**config.mk**
```make
export PLATFORM = sky130hd
export DESIGN_NAME = reorder_buffer
export DESIGN_NICKNAME = d
export VERILOG_FILES = /design/src/rtl/reorder_buffer.sv
export SDC_FILE = /design/constraint.sdc
export NUM_CORES = 1
export LEC_CHECK = 0
export CAP_MARGIN = 40
export CORE_AREA = 2 2 367 187
export DETAILED_ROUTE_END_ITERATION = 8
export DIE_AREA = 0 0 369 189
export DONT_BUFFER_PORTS = 1
export GPL_ROUTABILITY_DRIVEN = 0
export PLACE_DENSITY = 0.57
export SYNTH_ARGS = -nofsm -noshare
export SYNTH_HDL_FRONTEND = slang
export SYNTH_SLANG_ARGS = --single-unit
```
**constraint.sdc**
```tcl
create_clock -name clk_in -period 3.1 [get_ports clk_in]
set_input_delay 0.465 -clock clk_in [delete_from_list [all_inputs] [get_ports clk_in]]
set_output_delay 0.465 -clock clk_in [all_outputs]
set_load 0.1 [all_outputs]
```
**src/rtl/reorder_buffer.sv**
```systemverilog
// reorder_buffer: circular in-order retirement buffer with result capture and operand bypass
module reorder_buffer #(
    parameter int ROB_BIT = 3
) (
    input  logic               clk_in,
    input  logic               rst_in,
    input  logic               rdy_in,
    input  logic               clear,
    input  logic               issue_valid,
    input  logic               issue_has_rd,
    input  logic [4:0]         issue_rd,
    output logic [ROB_BIT-1:0] issue_rob_id,
    output logic               full,
    input  logic               rs_ready,
    input  logic [ROB_BIT-1:0] rs_rob_id,
    input  logic [31:0]        rs_value,
    input  logic               lsb_ready,
    input  logic [ROB_BIT-1:0] lsb_rob_id,
    input  logic [31:0]        lsb_value,
    input  logic [ROB_BIT-1:0] query_id1,
    input  logic [ROB_BIT-1:0] query_id2,
    output logic               query_ready1,
    output logic               query_ready2,
    output logic [31:0]        query_value1,
    output logic [31:0]        query_value2,
    output logic               commit_valid,
    output logic [ROB_BIT-1:0] commit_rob_id,
    output logic               commit_has_rd,
    output logic [4:0]         commit_rd,
    output logic [31:0]        commit_value
);
    localparam int SIZE = 1 << ROB_BIT;

    logic [SIZE-1:0]    busy_q, busy_d, ready_q, ready_d, has_rd_q, has_rd_d;
    logic [4:0]         rd_q [SIZE];
    logic [4:0]         rd_d [SIZE];
    logic [31:0]        value_q [SIZE];
    logic [31:0]        value_d [SIZE];
    logic [ROB_BIT-1:0] head_q, head_d, tail_q, tail_d;
    logic [ROB_BIT:0]   count_q, count_d;
    logic               commit_valid_d, commit_has_rd_d;
    logic [ROB_BIT-1:0] commit_rob_id_d;
    logic [4:0]         commit_rd_d;
    logic [31:0]        commit_value_d;
    logic               do_issue, do_commit;
    logic               rs_hit1, rs_hit2, lsb_hit1, lsb_hit2;

    assign full         = count_q == (ROB_BIT+1)'(SIZE);
    assign issue_rob_id = tail_q;
    assign do_issue     = issue_valid && !full;
    assign do_commit    = busy_q[head_q] && ready_q[head_q];

    // Broadcast buses bypass into lookups so a consumer sees a result the cycle it appears.
    assign rs_hit1      = rs_ready && rs_rob_id == query_id1;
    assign rs_hit2      = rs_ready && rs_rob_id == query_id2;
    assign lsb_hit1     = lsb_ready && lsb_rob_id == query_id1;
    assign lsb_hit2     = lsb_ready && lsb_rob_id == query_id2;
    assign query_ready1 = ready_q[query_id1] || rs_hit1 || lsb_hit1;
    assign query_ready2 = ready_q[query_id2] || rs_hit2 || lsb_hit2;
    assign query_value1 = ready_q[query_id1] ? value_q[query_id1] : rs_hit1 ? rs_value : lsb_hit1 ? lsb_value : 32'd0;
    assign query_value2 = ready_q[query_id2] ? value_q[query_id2] : rs_hit2 ? rs_value : lsb_hit2 ? lsb_value : 32'd0;

    always_comb begin
        busy_d          = busy_q;
        ready_d         = ready_q;
        has_rd_d        = has_rd_q;
        rd_d            = rd_q;
        value_d         = value_q;
        head_d          = head_q;
        tail_d          = tail_q;
        count_d         = count_q;
        commit_valid_d  = 1'b0;
        commit_rob_id_d = commit_rob_id;
        commit_has_rd_d = commit_has_rd;
        commit_rd_d     = commit_rd;
        commit_value_d  = commit_value;
        if (rdy_in && clear) begin
            busy_d  = '0;
            ready_d = '0;
            head_d  = '0;
            tail_d  = '0;
            count_d = '0;
        end else if (rdy_in) begin
            // lsb is applied first so rs overwrites it when both target one entry
            if (lsb_ready && busy_q[lsb_rob_id]) begin
                value_d[lsb_rob_id] = lsb_value;
                ready_d[lsb_rob_id] = 1'b1;
            end
            if (rs_ready && busy_q[rs_rob_id]) begin
                value_d[rs_rob_id] = rs_value;
                ready_d[rs_rob_id] = 1'b1;
            end
            if (do_commit) begin
                commit_valid_d  = 1'b1;
                commit_rob_id_d = head_q;
                commit_has_rd_d = has_rd_q[head_q];
                commit_rd_d     = rd_q[head_q];
                commit_value_d  = value_q[head_q];
                busy_d[head_q]  = 1'b0;
                ready_d[head_q] = 1'b0;
                head_d          = head_q + 1'b1;
            end
            if (do_issue) begin
                busy_d[tail_q]   = 1'b1;
                ready_d[tail_q]  = 1'b0;
                has_rd_d[tail_q] = issue_has_rd;
                rd_d[tail_q]     = issue_rd;
                tail_d           = tail_q + 1'b1;
            end
            count_d = count_q + (ROB_BIT+1)'(do_issue) - (ROB_BIT+1)'(do_commit);
        end
    end

    always_ff @(posedge clk_in or negedge rst_in) begin
        if (!rst_in) begin
            busy_q        <= '0;
            ready_q       <= '0;
            has_rd_q      <= '0;
            for (int i = 0; i < SIZE; i++) begin
                rd_q[i]    <= '0;
                value_q[i] <= '0;
            end
            head_q        <= '0;
            tail_q        <= '0;
            count_q       <= '0;
            commit_valid  <= 1'b0;
            commit_rob_id <= '0;
            commit_has_rd <= 1'b0;
            commit_rd     <= '0;
            commit_value  <= '0;
        end else begin
            busy_q        <= busy_d;
            ready_q       <= ready_d;
            has_rd_q      <= has_rd_d;
            rd_q          <= rd_d;
            value_q       <= value_d;
            head_q        <= head_d;
            tail_q        <= tail_d;
            count_q       <= count_d;
            commit_valid  <= commit_valid_d;
            commit_rob_id <= commit_rob_id_d;
            commit_has_rd <= commit_has_rd_d;
            commit_rd     <= commit_rd_d;
            commit_value  <= commit_value_d;
        end
    end
endmodule

```
==> results.cfg, run 1 <==
[sta]
slew_viol_final = 264
maxSlewHeadroom = -0.211
min_period_over_period = 1.00
period_needed_ps = 3110
setup_viol = 2
fin_ws_ps = -5.42
rsz0062_at_grt = true
worstMarginPinSlew_ps = 1820
hold_violations = 330
finalClockSkew_ps = 15.1
hold_slack_ps = -406
max_freq_ghz = 0.322

[critical_path]
critPathArrivalTime_ps = 2640
cp_max_fo = 9
r2r-start = head_q[1]
critPathKind = reg -> out
critPathSlowestCell = mux4_2
r2r_slack_ps = 180
endpoint_kind = output port
slowest_delay_ps = 520
crit_chain = mux4_2 > mux2i_4 > buf_12 > buf_16 > a211oi_2 > a21oi_2 > buf_12
crit_start = ready_q[7]
start_kind = flip-flop
cp.required_ps = 2630
cp_common_cell = buf_12

[cells_and_area]
area_growth_pct = 25.7
mostFrequentLayoutCell = dfrtp_1
layout_common_cells = 367 x dfrtp_1, 185 x nor2_1, 141 x a22oi_1
num_antenna_cells = 0
drive_above_1_share = 0.317
final_cell_count_no_fill = 3085
num-nets-final = 2261

[synthesis]
muxShareOfSynthArea = 0.159
ys_seq_area_frac = 0.403
synthAdderAreaFrac = 0.00466
syn_avg_cell_area_um2 = 10.8
synth_nets = 2243
synth-compound-area-share = 0.296
async_flop_share = 1.00
synth_xor_area_frac = 0.00531
synthSimpleGateAreaFrac = 0.0826
synth_seq_cells = 372
synth_top_family_by_area = compound AO/OA/AOI/OAI gates
synth-edff-count = 0
synthFlopType = dfrtp_1
yosysWarnings = 0
synth_area_mm2 = 0.0231
synthCells = 2146
yosysUniqueCellTypes = 66

[detailed_routing]
maxUsedRoutingLayer = met4
met2WireLength_um = 43000
wl_per_cell_um = 34.1
dr.first_iter.drc_count = 3681
viasPerCell = 7.16
wl_met3_um = 16700
vias = 22087
ant_nets = 0
wl_met1_um = 41600
first_pass_iters = 6
drc = 0
wl_um = 105000

[pwr]
total_power_mw = 14.9
ir_worst_vdd_mv = 0.276
power_per_cell_area_mw_per_mm2 = 515
leakagePower_nw = 11.6

[grt]
grt_pass1_wl_um = 153000
antenna_found_initial = 1
grt_max_degree = 373
grt_pass1_vias = 22077
track_usage = 0.295
grt_overflow_total = 0

[hold_path]
hp-class = in -> async

[clock_tree]
numCtsBuffers = 39
cts_hold_buf = 2
clock_sinks = 372
cts_tree = done
clock_latency_ps = 570
clk_pin_slew_worst_paths_ps = 70
htree_levels = 2
clk_path_buf_depth = 3
cts_root_buf = clkbuf_16

[run_status]
violations = hold timing, slew limit, setup timing
status = finished, violations left

[flow_run]
maxCapViolCount = 0

[placed_design]
dp.final_hpwl_um = 63300
placedCellCount = 2998
port_buffers = 0

[die]
core_area_mm2 = 0.0664
io_pins = 201
rows = 67
die_h_um = 189
die_width_um = 369
die-area_mm2 = 0.0697
start_util = 0.348
-- stage by stage --
step                      worst slack [ps]  hold slack, ps   util  cell area, um^2  TNS, ps
after detailed placement               201             182  0.413            27400        0
after CTS                            -23.3            -426  0.435            28900    -98.7
final                                -5.42            -406  0.437            29000    -9.30
after global routing                 -35.9            -429  0.437            29000     -192
after global placement                 232             180  0.398            26400        0
after floorplan                       -252             169      -            23800    -2170
-- flip-flops by register name, summed over array words and instances, names as in the netlist --
register,cells
commit_rd,5
rd_q,40
issue_rob_id,3
commit_has_rd,1
commit_rob_id,3
head_q,3
has_rd_q,8
commit_valid,1
busy_q,8
ready_q,8
commit_value,32
value_q,256
count_q,4
-- worst paths after layout --
path                                    to  cells after the start
setup / recovery           query_value1[0]                      7
hold / removal                commit_valid                      0
setup reg to reg           commit_value[1]                      9
hold reg to reg                   rd_q[15]                      1
max in group asynchronous        head_q[0]                      0
min in group clk_in               rd_q[39]                      1
-- metal layers --
layer,vias to the layer above,GRT usage
met5,-,0
met4,0,0.108
met3,367,0.130
met2,2011,0.410
met1,11093,0.404
li1,8616,-
-- kinds of logic (layout without fill, tap and decap cells) --
family / Yosys count / in the layout
AND/OR/NAND/NOR: 415 / 415
flip-flops: 372 / 372
buffers and inverters: 279 / 321
multiplexers: 196 / 196
adder cells (fa/ha/maj): 8 / 8
XOR/XNOR: 14 / 14
AO/OA/AOI/OAI: 862 / 862
-- layout make-up --
| class | count | area [um^2] |
|---|---|---|
| multi-input combinational | 1495 | 13600 |
| inverter | 18 | 67.6 |
| sequential | 372 | 9320 |
| tap | 897 | 1120 |
| clock inverter | 11 | 145 |
| clock buffer | 54 | 1130 |
| fill | 6053 | 37300 |
| timing repair buffer | 238 | 3670 |
-- critical path, delay by kind of cell (launching register included) --
kind	cells	cell delay (ps)
muxes	2	750
AOI/OAI and AO/OA	2	300
DFF	1	450
buffers and inverters	3	560
-- power by group --
part / total, mW / internal (mW) / switching (mW) / leakage [nW]
combinational: 3.60 / 1.69 / 1.91 / 5.90
sequential: 6.36 / 5.57 / 0.791 / 5.10
clock: 4.99 / 2.81 / 2.18 / 0.632
-- timing repair --
action                     CTS  global route
setup endpoints to repair   50            51
cloned                       1             2
setup buffers                8            10
hold endpoints to repair   380           372
gates resized for setup     14            16
-- cells in the mapped netlist (all sizes together) (18+ instances only) --
cell type  number  area [um^2]
mux2           50          567
a22oi         141         1060
dfrtp         372         9310
o221a          64          721
a21oi          87          439
o22ai         104          845
nand2          91          342
mux4          132         2970
a211oi         66          495
nor2          198          743
a22o           40          350
clkbuf        165          619
o21ai          18         90.1
a31oi          43          269
nor2b          72          450
a21o           39          293
a2bb2oi        96          841
buf            96          455
a221oi        134         1170
Power figures use the tool's default switching activity.
==> run 2, diff against run 1 <==
--- a/config.mk
+++ b/config.mk
@@ -6,12 +6,14 @@
 export NUM_CORES = 1
 export LEC_CHECK = 0
 export CAP_MARGIN = 40
+export CELL_PAD_IN_SITES_DETAIL_PLACEMENT = 0
+export CELL_PAD_IN_SITES_GLOBAL_PLACEMENT = 1
 export CORE_AREA = 2 2 367 187
 export DETAILED_ROUTE_END_ITERATION = 8
 export DIE_AREA = 0 0 369 189
 export DONT_BUFFER_PORTS = 1
 export GPL_ROUTABILITY_DRIVEN = 0
-export PLACE_DENSITY = 0.57
+export PLACE_DENSITY = 0.66
 export SYNTH_ARGS = -nofsm -noshare
 export SYNTH_HDL_FRONTEND = slang
 export SYNTH_SLANG_ARGS = --single-unit
==> constraint.sdc (replaced) <==
create_clock -name clk_in -period 3.1 [get_ports clk_in]
set_input_delay 0.31 -clock clk_in [delete_from_list [all_inputs] [get_ports clk_in]]
set_output_delay 0.31 -clock clk_in [all_outputs]
set_load 0.1 [all_outputs]
==> results.cfg, run 2 (synthesized netlist as in run 1, its figures left out) <==
[detailed_routing]
ant_nets = 0
wl_per_cell_um = 34.6
first_pass_iters = 9
viasPerCell = 7.13
dr.first_iter.drc_count = 3373
wl_um = 109000
drc = 8
vias = 22529

[grt]
grt_pass1_vias = 22319
grt_overflow_total = 0
grt_pass1_wl_um = 158000
grt_max_degree = 373
track_usage = 0.305
antenna_found_initial = 2

[critical_path]
crit_chain = mux4_2 > mux2i_4 > buf_6 > a211oi_1 > a21oi_2 > buf_6
critPathSlowestCell = mux4_2
slowest_delay_ps = 540
endpoint_kind = output port
cp.required_ps = 2790
cp_common_cell = buf_6
cp_max_fo = 21
start_kind = flip-flop
critPathArrivalTime_ps = 2770
critPathKind = reg -> out

[die]
die_width_um = 369
start_util = 0.348
rows = 67
die_h_um = 189
io_pins = 201
die-area_mm2 = 0.0697
core_area_mm2 = 0.0664

[pwr]
leakagePower_nw = 11.9
power_per_cell_area_mw_per_mm2 = 524
ir_worst_vdd_mv = 0.303
power_frac_seq = 0.414
total_power_mw = 15.3
p_comb_frac = 0.237
p_sw_mw = 4.95
switching_share = 0.323
p_int_mw = 10.4
clockPowerShare = 0.349

[clock_tree]
numCtsBuffers = 40
clock_latency_ps = 570
clk_pin_slew_worst_paths_ps = 70
cts_tree = done
htree_levels = 2
clock_sinks = 372
cts_root_buf = clkbuf_16
cts_hold_buf = 89
clk_path_buf_depth = 3

[flow_run]
maxCapViolCount = 0

[sta]
rsz0062_at_grt = true
hold_slack_ps = -558
period_needed_ps = 3080
finalClockSkew_ps = 16.9
fin_ws_ps = 18.8
worstMarginPinSlew_ps = 1450
setup_viol = 0
max_freq_ghz = 0.325
slew_viol_final = 0
min_period_over_period = 0.994
hold_violations = 372
maxSlewHeadroom = 0.0325

[cells_and_area]
num-nets-final = 2329
drive_above_1_share = 0.294
top_regs = value_q x256, rd_q x40, commit_value x32
regMostFlops = value_q
final_cell_count_no_fill = 3158
layout_common_cells = 371 x dfrtp_1, 185 x nor2_1, 140 x a22oi_1
largest_reg_flops = 256
area_growth_pct = 26.6
fill_cells = 6112
mostFrequentLayoutCell = dfrtp_1

[placed_design]
dp.final_hpwl_um = 63400
port_buffers = 0
dpl_worst_slack_ps = 244
placedCellCount = 2989

[run_status]
status = finished, violations left
violations = DRC, hold timing

[hold_path]
hp-class = in -> async
-- run 2: path summary, 6_finish.rpt --
| path | to | depth (start not counted) | from | slack [ps] |
|---|---|---|---|---|
| worst max-delay path | query_value2[1] | 6 | ready_q[3] | 20 |
| worst min-delay path | commit_value[5] | 0 | rst_in | -560 |
| worst max register to register | value_q[252] | 8 | busy_q[7] | 90 |
| worst min register to register | rd_q[34] | 1 | rd_q[34] | 510 |
| max in group asynchronous | rd_q[39] | 0 | rst_in | 2490 |
| min in group clk_in | value_q[25] | 2 | rs_value[25] | 10 |
-- run 2: worst max-delay path: cells and delay by family (launching register included) --
family | cells | cell delay [ps]
muxes | 2 | 780
buffers and inverters | 2 | 580
DFF | 1 | 440
AOI/OAI and AO/OA | 2 | 400
-- run 2: metrics by stage --
step,hold slack [ps],TNS (ps),area (um^2),utilization
global placement,29.3,0,25700,0.388
floorplan,14.4,-384,23600,-
global route,-576,-18.2,29300,0.441
finish,-558,0,29300,0.441
detailed placement,31.7,0,26700,0.402
CTS,-571,0,29100,0.439
-- run 2: power by group through the flow --
stage	sequential, mW	combinational [mW]	clock [mW]
6_report	6.35	3.64	5.35
5_1_grt	6.42	3.82	5.62
4_1_cts	6.29	3.57	5.40
3_5_place_dp	6.37	3.40	0
3_3_place_gp	6.32	3.32	0
2_1_floorplan	6.19	2.62	0
-- run 2: what timing repair did --
item / CTS / global route
pin swaps: 0 / 1
cloned: 2 / 2
setup endpoints to repair: 7 / 26
gates resized for setup: 9 / 6
hold endpoints to repair: 593 / 372
setup buffers: 2 / 2
-- run 2: routing by layer --
metal  vias up  track usage  routed length, um  part of all wire
met4         4        0.110               3970             0.036
li1       8773            -                  -                 -
met1     11378        0.426              44100              0.40
met2      2022        0.422              44300              0.40
met5         -            0                 27           0.00025
met3       352        0.122              17000              0.16
-- run 2: final cells by class --
class	instances	area [um^2]	share of cell area
Multi-Input combinational cell	1495	13400	0.457
Clock buffer	54	1160	0.0398
Clock inverter	16	240	0.00821
Timing Repair Buffer	305	3970	0.136
Inverter	18	67.6	0.00231
Sequential cell	372	9310	0.318
Tap cell	897	1120	0.0384
Antenna cell	1	2.50	0.0000856
